File: src/rtl/io_debounce_pkg.sv
// Shared constants for the button/switch input conditioner: default channel counts,
// board button indices and the counter sizing helper.
package io_debounce_pkg;

    localparam int unsigned N_BTN_DEF = 32'd5;
    localparam int unsigned N_SW_DEF  = 32'd16;

    typedef enum int unsigned {
        BTN_C = 32'd0,
        BTN_U = 32'd1,
        BTN_D = 32'd2,
        BTN_L = 32'd3,
        BTN_R = 32'd4
    } btn_idx_e;

    // Bits needed for a counter that runs 0..limit-1; never narrower than one bit.
    function automatic int unsigned cnt_width(input int unsigned limit);
        if (limit <= 32'd1) begin
            return 32'd1;
        end else begin
            return $clog2(limit);
        end
    endfunction

endpackage

File: src/rtl/debounce_ch.sv
// One input channel: two-flop synchroniser, tick-qualified stability counter and
// registered stable level with a rising-edge pulse aligned to the level change.
module debounce_ch
    import io_debounce_pkg::*;
#(
    parameter int unsigned STABLE_TICKS = 32'd10
) (
    input  logic clk,
    input  logic rst,
    input  logic tick,
    input  logic raw,
    output logic stable,
    output logic rise
);

    localparam int unsigned      CW       = cnt_width(STABLE_TICKS);
    localparam logic [CW-1:0]    CNT_LAST = CW'(STABLE_TICKS - 32'd1);
    localparam logic [CW-1:0]    CNT_ONE  = CW'(32'd1);

    logic          sync1_r;
    logic          sync2_r;
    logic [CW-1:0] cnt_r;
    logic          stable_r;
    logic          rise_r;

    // Two-stage synchroniser for the asynchronous raw input.
    always_ff @(posedge clk) begin
        if (rst) begin
            sync1_r <= 1'b0;
            sync2_r <= 1'b0;
        end else begin
            sync1_r <= raw;
            sync2_r <= sync1_r;
        end
    end

    // Accept a new level only after STABLE_TICKS consecutive mismatching ticks;
    // any matching tick restarts the count so short glitches are discarded.
    always_ff @(posedge clk) begin
        if (rst) begin
            cnt_r    <= {CW{1'b0}};
            stable_r <= 1'b0;
            rise_r   <= 1'b0;
        end else begin
            rise_r <= 1'b0;
            if (tick) begin
                if (sync2_r == stable_r) begin
                    cnt_r <= {CW{1'b0}};
                end else if (cnt_r == CNT_LAST) begin
                    stable_r <= sync2_r;
                    rise_r   <= sync2_r;
                    cnt_r    <= {CW{1'b0}};
                end else begin
                    cnt_r <= cnt_r + CNT_ONE;
                end
            end
        end
    end

    assign stable = stable_r;
    assign rise   = rise_r;

endmodule

File: src/rtl/btn_sw_debounce_ctrl.sv
// Button/switch conditioner: shared sample-tick divider, per-channel debouncers, press
// pulses and a sticky CPU-clearable event register. Define AUTOREPEAT_EN for held-button repeats.
module btn_sw_debounce_ctrl
    import io_debounce_pkg::*;
#(
    parameter int unsigned N_BTN         = N_BTN_DEF,
    parameter int unsigned N_SW          = N_SW_DEF,
    parameter int unsigned TICK_DIV      = 32'd100000,
    parameter int unsigned STABLE_TICKS  = 32'd10
`ifdef AUTOREPEAT_EN
    ,
    parameter int unsigned REPEAT_DELAY  = 32'd50,
    parameter int unsigned REPEAT_PERIOD = 32'd10
`endif
) (
    input  logic             clk,
    input  logic             rst,
    input  logic [N_BTN-1:0] BTN,
    input  logic [N_SW-1:0]  SW,
    output logic [N_BTN-1:0] BTN_out,
    output logic [N_SW-1:0]  SW_out,
    output logic [N_BTN-1:0] btn_press,
    output logic [N_BTN-1:0] btn_evt,
    output logic             btn_evt_any,
    input  logic             evt_clr,
    input  logic [N_BTN-1:0] evt_clr_mask
);

    localparam int unsigned   N_CH      = N_BTN + N_SW;
    localparam int unsigned   TW        = cnt_width(TICK_DIV);
    localparam logic [TW-1:0] TICK_LAST = TW'(TICK_DIV - 32'd1);
    localparam logic [TW-1:0] TICK_ONE  = TW'(32'd1);

    logic [TW-1:0]    tick_cnt_r;
    logic             tick_s;
    logic [N_CH-1:0]  raw_s;
    logic [N_CH-1:0]  stable_s;
    logic [N_CH-1:0]  rise_s;
    logic [N_BTN-1:0] btn_rise_s;
    logic [N_SW-1:0]  sw_rise_unused;
    logic [N_BTN-1:0] press_s;
    logic [N_BTN-1:0] clr_s;
    logic [N_BTN-1:0] evt_next_s;
    logic [N_BTN-1:0] btn_evt_r;
    logic             btn_evt_any_r;

    // Free-running sample divider; tick is high while the count sits on its last value.
    always_ff @(posedge clk) begin
        if (rst) begin
            tick_cnt_r <= {TW{1'b0}};
        end else if (tick_s) begin
            tick_cnt_r <= {TW{1'b0}};
        end else begin
            tick_cnt_r <= tick_cnt_r + TICK_ONE;
        end
    end

    assign tick_s = (tick_cnt_r == TICK_LAST);
    assign raw_s  = {SW, BTN};

    for (genvar i = 0; i < N_CH; i++) begin : g_ch
        debounce_ch #(
            .STABLE_TICKS(STABLE_TICKS)
        ) u_ch (
            .clk   (clk),
            .rst   (rst),
            .tick  (tick_s),
            .raw   (raw_s[i]),
            .stable(stable_s[i]),
            .rise  (rise_s[i])
        );
    end

    assign BTN_out        = stable_s[N_BTN-1:0];
    assign SW_out         = stable_s[N_CH-1:N_BTN];
    assign btn_rise_s     = rise_s[N_BTN-1:0];
    assign sw_rise_unused = rise_s[N_CH-1:N_BTN];

`ifdef AUTOREPEAT_EN
    localparam int unsigned   RW          = cnt_width((REPEAT_DELAY > REPEAT_PERIOD) ?
                                                      REPEAT_DELAY : REPEAT_PERIOD);
    localparam logic [RW-1:0] DELAY_LAST  = RW'(REPEAT_DELAY - 32'd1);
    localparam logic [RW-1:0] PERIOD_LAST = RW'(REPEAT_PERIOD - 32'd1);
    localparam logic [RW-1:0] REP_ONE     = RW'(32'd1);

    logic [N_BTN-1:0] rep_fire_s;

    for (genvar i = 0; i < N_BTN; i++) begin : g_rep
        logic [RW-1:0] rep_cnt_r;
        logic          after_first_r;
        logic          fire_r;

        // Count ticks while the button is held: first repeat after the delay, then each period.
        always_ff @(posedge clk) begin
            if (rst) begin
                rep_cnt_r     <= {RW{1'b0}};
                after_first_r <= 1'b0;
                fire_r        <= 1'b0;
            end else if (!stable_s[i]) begin
                rep_cnt_r     <= {RW{1'b0}};
                after_first_r <= 1'b0;
                fire_r        <= 1'b0;
            end else begin
                fire_r <= 1'b0;
                if (tick_s) begin
                    if (rep_cnt_r == (after_first_r ? PERIOD_LAST : DELAY_LAST)) begin
                        fire_r        <= 1'b1;
                        after_first_r <= 1'b1;
                        rep_cnt_r     <= {RW{1'b0}};
                    end else begin
                        rep_cnt_r <= rep_cnt_r + REP_ONE;
                    end
                end
            end
        end

        assign rep_fire_s[i] = fire_r;
    end

    // A repeat that lands on the release tick is masked by the now-low level.
    assign press_s = btn_rise_s | (rep_fire_s & stable_s[N_BTN-1:0]);
`else
    assign press_s = btn_rise_s;
`endif

    // Clear mask only applies while the strobe is high.
    always_comb begin
        if (evt_clr) begin
            clr_s = evt_clr_mask;
        end else begin
            clr_s = {N_BTN{1'b0}};
        end
    end

    // Press has priority over a simultaneous clear of the same bit.
    assign evt_next_s = (btn_evt_r & ~clr_s) | press_s;

    // Sticky event flags and their summary bit, both updated from the same next value.
    always_ff @(posedge clk) begin
        if (rst) begin
            btn_evt_r     <= {N_BTN{1'b0}};
            btn_evt_any_r <= 1'b0;
        end else begin
            btn_evt_r     <= evt_next_s;
            btn_evt_any_r <= |evt_next_s;
        end
    end

    assign btn_press   = press_s;
    assign btn_evt     = btn_evt_r;
    assign btn_evt_any = btn_evt_any_r;

endmodule
File: config.mk
export PLATFORM = sky130hd
export DESIGN_NAME = btn_sw_debounce_ctrl
export DESIGN_NICKNAME = d
export VERILOG_FILES = /design/src/rtl/io_debounce_pkg.sv /design/src/rtl/debounce_ch.sv /design/src/rtl/btn_sw_debounce_ctrl.sv
export SDC_FILE = /design/constraint.sdc
export NUM_CORES = 1
export LEC_CHECK = 0
export ABC_AREA = 1
export BUFFER_PORTS_ARGS = -buffer_cell sky130_fd_sc_hd__buf_2
export CAP_MARGIN = 20
export CORE_MARGIN = 3
export CORE_UTILIZATION = 54
export DETAILED_ROUTE_END_ITERATION = 8
export PLACE_DENSITY = 0.71
export SYNTH_ARGS = -nofsm -noshare
export SYNTH_HDL_FRONTEND = slang
export SYNTH_SLANG_ARGS = --single-unit
File: constraint.sdc
create_clock -name clk -period 3.6 [get_ports clk]
set_input_delay 0 -clock clk [delete_from_list [all_inputs] [get_ports clk]]
set_output_delay 0 -clock clk [all_outputs]
set_load 0.01 [all_outputs]
### Word level (Yosys, flattened, before mapping)

Index checks and enable logic that the tools add are counted.
W data, S select, Z words.

| operators by class | value |
|---|---|
| $add $sub $neg | 22 |
| eq/ne operators | 43 |
| mux-type cells | 43 |
| bitwise logic cells | 30 |
| reduce and logical (&&, ||, !) cells | 28 |

Operators with widths:

| operator | number |
|---|---|
| $mux W4 | 42 |
| $add A4 B1 Y4 const B | 21 |
| $eq A4 B4 Y1 const B | 21 |
| $reduce_and A3 Y1 | 21 |
| $not A1 Y1 | 27 |
| $eq A1 B1 Y1 | 21 |
| $reduce_or A4 Y1 | 5 |
| $add A17 B1 Y17 const B | 1 |
| $eq A17 B17 Y1 const B | 1 |
| $and A5 B5 Y5 | 1 |
| $mux W5 | 1 |
| $not A5 Y5 | 1 |
| $or A5 B5 Y5 | 1 |
| $reduce_or A5 Y1 | 1 |
| $reduce_or A2 Y1 | 1 |

| storage, ports and cells | value |
|---|---|
| register bits | 175 |
| input bits | 29 |
| output and inout bits | 32 |
| logic and storage cells | 258 |

### Logic depth before layout (Yosys ltp)

| depth | value |
|---|---|
| word-level depth | 5 |
| depth in mapped cells | 10 |
| mapped depth without buffers | 9 |

### Cells and area by module

From an unflattened synthesis, not the netlist that was laid out.

| unflattened totals | value |
|---|---|
| cells, all modules | 1195 |
| area, all modules | 8790.9 sq um |

Modules (own cells, without submodules):

| module | instances | cells each | area each (sq um) | sequential area each (sq um) |
|---|---|---|---|---|
| debounce_ch | 21 | 49 | 364.1 | 160.2 |
| btn_sw_debounce_ctrl | 1 | 166 | 1144.8 | 460.4 |

### Worst setup path before layout

Ideal clock, no wire load.

| timing | value |
|---|---|
| kind | register -> register |
| from | reg tick_cnt_r[0] |
| to | reg g_ch[0].u_ch.cnt_r[2] |
| library setup time | 132 ps |
| arrival | 1388 ps |
| data required time | 3468 ps |
| slack | 2079 ps |
| cell stages (with the launch flop) | 10 |
| path buffers | 1 |
| clock period less this slack | 1521 ps |
| cell sequence | dfxtp_1 -> ha_1 -> nand2_1 -> inv_1 -> nand2_1 -> nor2_1 -> nand3_2 -> clkbuf_1 -> nand2_1 -> a21oi_1 |

| on the way | value |
|---|---|
| word-level cells in the longest chain between the ends | 1 |

Ends and longest elaborated chain:

| item | RTL line | text |
|---|---|---|
| start: declaration | btn_sw_debounce_ctrl.sv:34 | `logic [TW-1:0] tick_cnt_r;` |
| start signal: assignment | btn_sw_debounce_ctrl.sv:50 | `tick_cnt_r <= {TW{1'b0}};` |
| start signal: assignment | btn_sw_debounce_ctrl.sv:52 | `tick_cnt_r <= {TW{1'b0}};` |
| start signal: assignment | btn_sw_debounce_ctrl.sv:54 | `tick_cnt_r <= tick_cnt_r + TICK_ONE;` |
| $eq A17 B17 Y1 | btn_sw_debounce_ctrl.sv:58 | `assign tick_s = (tick_cnt_r == TICK_LAST);` |
| end signal: assignment | debounce_ch.sv:48 | `cnt_r <= {CW{1'b0}};` |
| end signal: assignment | debounce_ch.sv:52 | `cnt_r <= {CW{1'b0}};` |
| end signal: assignment | debounce_ch.sv:54 | `cnt_r <= cnt_r + CNT_ONE;` |
| end: declaration | debounce_ch.sv:22 | `logic [CW-1:0] cnt_r;` |

Every way passes these cells.
A chain may end at the register's enable or synchronous reset.

### Final worst setup path

| timing | value |
|---|---|
| from | reg tick_cnt_r[16] |
| to | reg g_ch[3].u_ch.cnt_r[3] |

| on the way | value |
|---|---|
| word-level cells in the longest chain between the ends | 1 |

Ends and longest elaborated chain:

| item | RTL line |
|---|---|
| $eq A17 B17 Y1 | btn_sw_debounce_ctrl.sv:58 |
| end signal: assignment | debounce_ch.sv:48 |
| end signal: assignment | debounce_ch.sv:52 |
| end signal: assignment | debounce_ch.sv:54 |
| end: declaration | debounce_ch.sv:22 |

Every way passes these cells.

==> impl_results.md <==
* Pwr dens at 407 nW/µm²
* Global Route met2 Usage at 35.1%
* Rows at 45
* First-pass GRT wire length at 30.7 mm
* HPWL after DPL at 11.4 mm
* Critical path class: reg -> reg
* Hold path startpoint: SW[15]
* Synth Area in Adders at 6.27%
* Top cells by area, synth: dfxtp_1 (41%), nand2_1 (12%), inv_1 (7.8%), nor2_1 (6.6%), ha_1 (6.3%)
* Placed cells at 1419
* Antenna cell count at 0
* TNS Setup at 0 ps
* Core Util, Final at 63.6%
* Total Wirelength at 17.7 mm
* Total Routing Usage GR at 20.9%
* FMAX at 0.398 GHz
* Cell Area, Synth at 8580 µm²
* Simple-Gate Fraction of Synth Area at 29.8%
* GRT overflow at 0
* Clk root buf: clkbuf_16
* Largest net degree at the start of global routing at 69
* Die area at 17400 µm²
* GR Layer Usage met1 at 27.2%
* Core area at 15400 µm²
* Clock sink count at 175
* Clock skew at 13.5 ps
* Crit path launch type: flop
* Multi-input logic area at 4020 µm²
* Clock latency on the worst-skew pair at 440 ps
* Tmin final at 2510 ps
* Total number of yosys warnings at 0
* CTS tree: built
* Period utilization at 69.8%
* Final hold violations at 0
* Crit end category: flop
* Post-Syn Instances at 1200
* Num ports at 61
* H-tree Lvls at 4
* Maximum vdd ir drop at 0.367 mV
* Vias in the first global route at 6636
* Top-area cell type share of the netlist area at 40.8%
* TritonCTS Buffers at 17
* Critical Path Start: tick_cnt_r[16]$_SDFF_PP0_
* Register area share after synthesis at 40.8%
* Nets at 1332
* Mux contribution to synthesized area at 0.933%
* Share of layout cells above drive strength 1 at 8.72%
* Vias per cell at 4.91
* DRC violation count after routing at 0
* Initial Util at 55.8%
* Final setup viols at 0
* Die Y at 132 µm
* Yosys cell types at 27
* Port-buffer cells at 60
* Worst-Margin Slew at 737 ps
* Critical path peak fanout at 29
* P&R area growth vs syn at 13.9%
* Pre-antenna DRT Iters at 5
* Max-Cap Viols at 0
* CP arrival at 2840 ps
* Post-route insts no fill at 1484
* Gpl congestion at 0.854
* Grt peak-use layer: met2
* Layout fillers at 1347
* Iteration-0 DRC Markers at 500
* Slew Limit Fails at 0
* Post-synth top area cell: dfxtp_1
* Worst Hold Class: in -> reg
* Worst slew margin at 50.7%
* Post-Syn Nets at 1272
* Post-synth ARST share at 0%
* Clock-pin slew on the worst setup and hold paths at 70 ps
* Final setup margin at 1090 ps
* DRT antenna net count at 0
* WP data required at 3930 ps
* GRT met3 Usage at 5.08%
* Xor/xnor share of the synthesized area at 3.98%
* Dpl ws at 1060 ps
* Status: complete, no violations
* Die Span X at 132 µm
* CTS Buffer Depth at 2
* Synthesis-stage register bit count at 175
* Vias at 7287
* Post-synthesis compound-gate area fraction at 5.89%
* RSZ-0062 raised after global routing: no
* Reg2reg start: tick_cnt_r[16]$_SDFF_PP0_
* Avg WL per Cell at 11.9 µm
* Initial antenna violation count at 0
* Ys flop type: dfxtp_1
* Post-synth EDFFs at 0
* Static Leak at 0.00441 µW
* Largest family of logic cells by synthesized area: simple AND/OR/NAND/NOR gates
* FF/Latch Area at 3500 µm²
* Avg Inst Size Synth at 7.15 µm²
where the power goes:
group | switching, µW | internal (µW)
clock network | 818 | 1040
logic | 83.8 | 61.7
registers | 13.3 | 1960
total | 915 | 3060
layer usage:
layer,wire (µm),up-vias
li1,-,3848
met1,8430,3298
met2,8350,126
met3,753,15
met4,188,0
met5,0,-
what timing repair did:
| action | CTS | global route |
|---|---|---|
| hold endpoints to repair | 39 | 0 |
| hold buffers | 33 | 0 |
| setup buffers | 0 | 0 |
| gates resized for setup | 0 | 0 |
| setup endpoints to repair | 0 | 0 |
cells in the final DEF, fill, tap and decap left out, drive strengths merged:
master and count:
nor3 9, inv 190, nand3 91, clkbuf 17, nand4 43, dlygate4sd3 33
mux2i 8, a21oi 58, xnor2 14, clkinv 1, or2 1, clkinvlp 5
ha 43, bufinv 2, nand3b 16, xor2 25, buf 66, nand2 278
o21ai 43, nor2 155, dfxtp 175
logic make-up (layout without fill, tap and decap cells):
family,count (synthesis),after routing
AO/OA/AOI/OAI,101,101
XOR/XNOR,39,39
adder cells (fa/ha/maj),43,43
buffers and inverters,241,314
flip-flops,175,175
multiplexers,8,8
AND/OR/NAND/NOR,593,593
worst max-delay path: stages (launching register included):
cell	delay, ps
dfxtp_1	660
nand3_1	140
nor2_1	180
nand3_2	260
nand2_2	570
inv_2	390
nand2_1	150
nand2_1	60
through the flow:
step           area [µm²]  hold WS, ps  power [µW]
3_3_place_gp         8850          200        2130
5_1_grt              9770          323        4120
4_1_cts              9770          284        4010
6_report             9770          313        3980
2_1_floorplan        8580          107        2100
3_5_place_dp         8850          205        2130
area by class of cell:
| type | instances | area share [%] |
|---|---|---|
| tap | 211 | 2.70 |
| timing repair buffer | 99 | 7.17 |
| multi-input combinational | 784 | 41.1 |
| inverter | 183 | 7.03 |
| sequential | 175 | 35.8 |
| clock buffer | 17 | 4.35 |
| clock inverter | 15 | 1.77 |
Yosys cell counts, types with 8 or more instances:
library cell and number:
nand3_1 89, dfxtp_1 175, xor2_1 25, xnor2_1 14, inv_1 179, o21ai_1 10, nand2_1 277, nor3_1 9
ha_1 43, mux2i_1 8, clkbuf_1 8, nand3b_1 16, o21ai_0 33, a21oi_1 58, buf_2 12, nor2_1 150
nand4_1 43, buf_4 26
flip-flops by register name, summed over array words and instances, names as in the netlist:
signal             count
g_ch.u_ch.cnt_r       84
g_ch.u_ch.stable      21
g_ch.u_ch.sync1_r     21
g_ch.u_ch.sync2_r     21
tick_cnt_r            17
btn_evt                5
g_ch.u_ch.rise         5
btn_evt_any            1
path summary, 6_finish.rpt:
check / to / slack, ps / cells past startpoint
max: g_ch[3].u_ch.cnt_r[3]$_SDFFE_PP0N_ / 1090 / 7
min: g_ch[20].u_ch.sync1_r$_SDFF_PP0_ / 310 / 4
max reg2reg: g_ch[3].u_ch.cnt_r[3]$_SDFFE_PP0N_ / 1090 / 7
min reg2reg: g_ch[16].u_ch.sync2_r$_SDFF_PP0_ / 400 / 2
(Power assumes the default switching activity.)
